### config.mk
export PLATFORM = sky130hd
export DESIGN_NAME = bin2bcd_16
export DESIGN_NICKNAME = d
export VERILOG_FILES = /design/src/rtl/bin2bcd_16.sv
export SDC_FILE = /design/constraint.sdc
export NUM_CORES = 1
export LEC_CHECK = 0
export ABC_CLOCK_PERIOD_IN_PS = 2000
export BUFFER_PORTS_ARGS = -buffer_cell sky130_fd_sc_hd__buf_2
export CAP_MARGIN = 20
export CORE_MARGIN = 3
export CORE_UTILIZATION = 60
export CTS_BUF_LIST = sky130_fd_sc_hd__clkbuf_8
export DETAILED_ROUTE_END_ITERATION = 10
export PLACE_DENSITY = 0.84
export REMOVE_ABC_BUFFERS = 1
export SLEW_MARGIN = 15
export SYNTH_ARGS = -nofsm -noshare
export SYNTH_HDL_FRONTEND = slang
export SYNTH_SLANG_ARGS = --single-unit
export TNS_END_PERCENT = 10
### constraint.sdc
create_clock -name clock -period 2 [get_ports clock]
set_input_delay 0.3 -clock clock [delete_from_list [all_inputs] [get_ports clock]]
set_output_delay 0.3 -clock clock [all_outputs]
set_load 0.02 [all_outputs]
### src/rtl/bin2bcd_16.sv
// bin2bcd_16: sequential shift-and-add-3 binary to packed BCD converter.
// Ports: clock, reset (async, active-low), start, bin -> bcd, busy, done.
module bin2bcd_16 #(
  parameter int BIT_SZ = 16,
  parameter int DIGITS = 5
) (
  input  logic                  clock,
  input  logic                  reset,
  input  logic                  start,
  input  logic [BIT_SZ-1:0]     bin,
  output logic [4*DIGITS-1:0]   bcd,
  output logic                  busy,
  output logic                  done
);

  localparam int CW = $clog2(BIT_SZ + 1);
  localparam int BW = 4 * DIGITS;
  localparam logic [CW-1:0] LAST = CW'(BIT_SZ - 1);

  typedef enum logic {
    IDLE,
    CONV
  } state_t;

  state_t            state;
  logic [BIT_SZ-1:0] shreg;
  logic [BW-1:0]     scratch;
  logic [CW-1:0]     cnt;

  logic [BW-1:0]     adj;
  logic [BW-1:0]     scr_nxt;
  logic [BIT_SZ-1:0] sh_nxt;

  // Nibbles >= 5 get +3 so the following
  // doubling carries into the next digit.
  always_comb begin
    adj = scratch;
    for (int i = 0; i < DIGITS; i++) begin
      if (scratch[4*i +: 4] >= 4'd5) begin
        adj[4*i +: 4] = scratch[4*i +: 4] + 4'd3;
      end
    end
  end

  // {scratch, shreg} shifted left by one.
  always_comb begin
    scr_nxt = (adj << 1)
            | {{(BW-1){1'b0}}, shreg[BIT_SZ-1]};
    sh_nxt  = shreg << 1;
  end

  always_ff @(posedge clock or negedge reset) begin
    if (!reset) begin
      state   <= IDLE;
      shreg   <= '0;
      scratch <= '0;
      cnt     <= '0;
      bcd     <= '0;
      busy    <= 1'b0;
      done    <= 1'b0;
    end else begin
      done <= 1'b0;
      unique case (state)
        IDLE: begin
          if (start) begin
            shreg   <= bin;
            scratch <= '0;
            cnt     <= '0;
            busy    <= 1'b1;
            state   <= CONV;
          end
        end
        CONV: begin
          shreg   <= sh_nxt;
          scratch <= scr_nxt;
          cnt     <= cnt + CW'(1);
          if (cnt == LAST) begin
            bcd   <= scr_nxt;
            done  <= 1'b1;
            busy  <= 1'b0;
            state <= IDLE;
          end
        end
      endcase
    end
  end

endmodule
==> reports/metrics.csv <==
metric,value,unit
max_freq,531,MHz
period_minus_slack,1880,ps
fin_crit_sh,94.1,%
ys_seq_elements,64,
ff2ff_setup_slack,120,ps
vias,2785,
drive_gt1_share,18.0,%
netlist_instances,352,
cts_buffers,9,
final_common_cell,dfrtp_1,
core_area,5270,um^2
start_util,64.2,%
path_max_fanout,9,
hold_start,bin[0],
critPathKind,reg -> reg,
yosys_warnings,0,
cpPeakStageDelay,520,ps
vdd_drop_max,0.000681,V
critPathSlowestCell,or4_1,
worst_clock_skew,4.38,ps
cp_cell_sequence,ha_2 -> and3_1 -> ha_1 -> nand2_2 -> buf_4 -> or4_1 -> nand3_1,
avgSynthCellArea,9.61,um^2
io_buffers,40,
num_rows,26,
final.fill_count,425,
reg2reg_from,cnt[0],
drt_iter0_drc,175,
fin_setup_tns,0,ps
min_delay_worst_endpoint,shreg[0],
hp-class,in -> reg,
layout_common_cells,"64 x dfrtp_1, 51 x nand2_1, 40 x buf_2, 28 x o21ai_0, 24 x nand3_1",
required,2270,ps
clk_path_buf_depth,2,
place_hpwl,4840,um
synth_edf_count,0,
setup_viol,0,
clk_pin_slew,70,ps
antenna_found_initial,0,
place.gp.congestion,0.830,
finalNetCount,423,
grt_pass1_wl,12100,um
timing.hold.ws,234,ps
diodes,0,
io_pins,41,
worstSkewPairLatency,330,ps
grt_start_max_net_pins,65,
grt_pass1_vias,2616,
drc,0,
seq_area,1600,um^2
avgRoutedWirePerCell,15.4,um
root_buffer,clkbuf_8,
dr.pass1.iters,4,
crit_buf_inv,1,
end_kind,register,
cts_tree,done,
slew_violations,0,
tightest_slew,441,ps
cp.arrival,2150,ps
maxSlewHeadroom,70.3,%
grtUsageTotal,23.9,%
syn_area,3380,um^2
cap_viol_max_count,0,
finalHoldViolations,0,
areaGrowthSynthToFinish,13.4,%
status,"finished, final reports clean",
rsz0062_at_grt,no,
dieArea,6570,um^2
vias_per_cell,5.99,
synth-main-ff-cell,dfrtp_1,
chipHeight,81.1,um
start_kind,register,
powerDensity,1560,nW/um^2
synthArstFlopShare,100,%
multi_input_area,1570,um^2
crit_family,simple AND/OR/NAND/NOR gates,
route.antenna.remaining_nets,0,
ys_types,41,
finalWirelength,7140,um
min_path_cells,3,
reg2reg_depth,7,
timing.rr.end,bcd[12],
die_w,81.1,um
overflow,0,
htreeDepth,3,
p_leak,0.00177,uW
ys_seq_area_share,47.4,%
cts.sinks,64,
-- synth_stat cells, types with 3 or more instances --
master     count  area, um^2
a2111o_1       8        90.1
a211oi_1       4        30.0
a21boi_0       5        37.5
a21oi_1        6        30.0
a311o_1        4        40.0
a31oi_1        6        37.5
a32oi_1        4        35.0
buf_2         15        75.1
buf_6          3        33.8
clkbuf_1       9        33.8
dfrtp_1       64        1600
ha_1          12         150
inv_1         16        60.1
mux2i_1       16         160
nand2_1       51         191
nand2b_1       5        31.3
nand3_1       24         120
nor2_1         7        26.3
nor2b_1        9        56.3
nor3_1         4        20.0
nor3b_1        5        37.5
nor4_1         4        25.0
o2111ai_1      3        26.3
o21ai_0       28         140
o22ai_1        8        50.1
o311ai_0       4        35.0
o31ai_1        9        67.6
or4_1          4        30.0
-- power by group --
group	leakage, uW	internal (uW)	switching [uW]	total [uW]
Sequential	0.000815	1850	567	2410
Clock	0.0000918	454	466	921
Combinational	0.000866	1090	1550	2640
Total	0.00177	3390	2580	5970
-- flip-flops by register name, indices dropped and copies added, names as in the netlist --
register  flops
scratch      20
cnt           5
state         1
bcd          20
done          1
shreg        16
busy          1
-- metrics by stage --
stage	cell area [um^2]	instances	setup slack, ps	total power [uW]	utilization, %
5_1_grt	3830	465	18.2	6480	72.8
3_3_place_gp	3620	446	213	4900	68.7
6_report	3830	465	118	5970	72.8
4_1_cts	3790	461	116	5970	71.8
3_5_place_dp	3620	446	128	5040	68.7
2_1_floorplan	3230	324	-402	4200	-
-- worst max path at each step --
| stage | from | endpoint | cells past startpoint | slack [ps] |
|---|---|---|---|---|
| finish | cnt[0] | bcd[12] | 7 | 120 |
| global route | cnt[0] | bcd[5] | 8 | 20 |
| CTS | cnt[0] | bcd[1] | 7 | 120 |
| detailed placement | cnt[0] | bcd[1] | 7 | 130 |
| global placement | cnt[0] | bcd[9] | 7 | 210 |
| floorplan | state | scratch[17] | 3 | -400 |
-- layer usage --
metal  part of all wire, %  track usage [%]
met1                    45             30.2
met2                    48             40.1
met3                   5.0             3.77
met4                   2.0             11.5
met5                     0                0
-- logic make-up after synthesis --
family,Yosys count,synth area share (%)
multiplexers,16,4.74
AO/OA/AOI/OAI,96,20.0
AND/OR/NAND/NOR,117,16.6
adder cells (fa/ha/maj),12,4.44
buffers and inverters,45,6.33
flip-flops,64,47.4
XOR/XNOR,2,0.518
-- worst register-to-register path, cell delays in order, from the launching register on --
cell and delay (ps):
dfrtp_1 390, ha_2 200, and3_1 150, ha_1 170, nand2_2 100, buf_4 180, or4_1 520, nand3_1 100
-- layout make-up --
class	count	area share (%)
repair buffers	57	9.27
clock inverters	4	0.424
flip-flops and latches	64	41.8
inverters	17	1.76
clock buffers	10	3.59
multi-input cells	243	40.9
well taps	70	2.28
-- repair_timing --
item,4_1_cts,5_1_grt
endpoints found under the hold margin,64,0
resized for setup,0,2
hold buffers,1,0
setup endpoints to repair,0,1
buffers inserted,0,4
(Power assumes the default switching activity.)
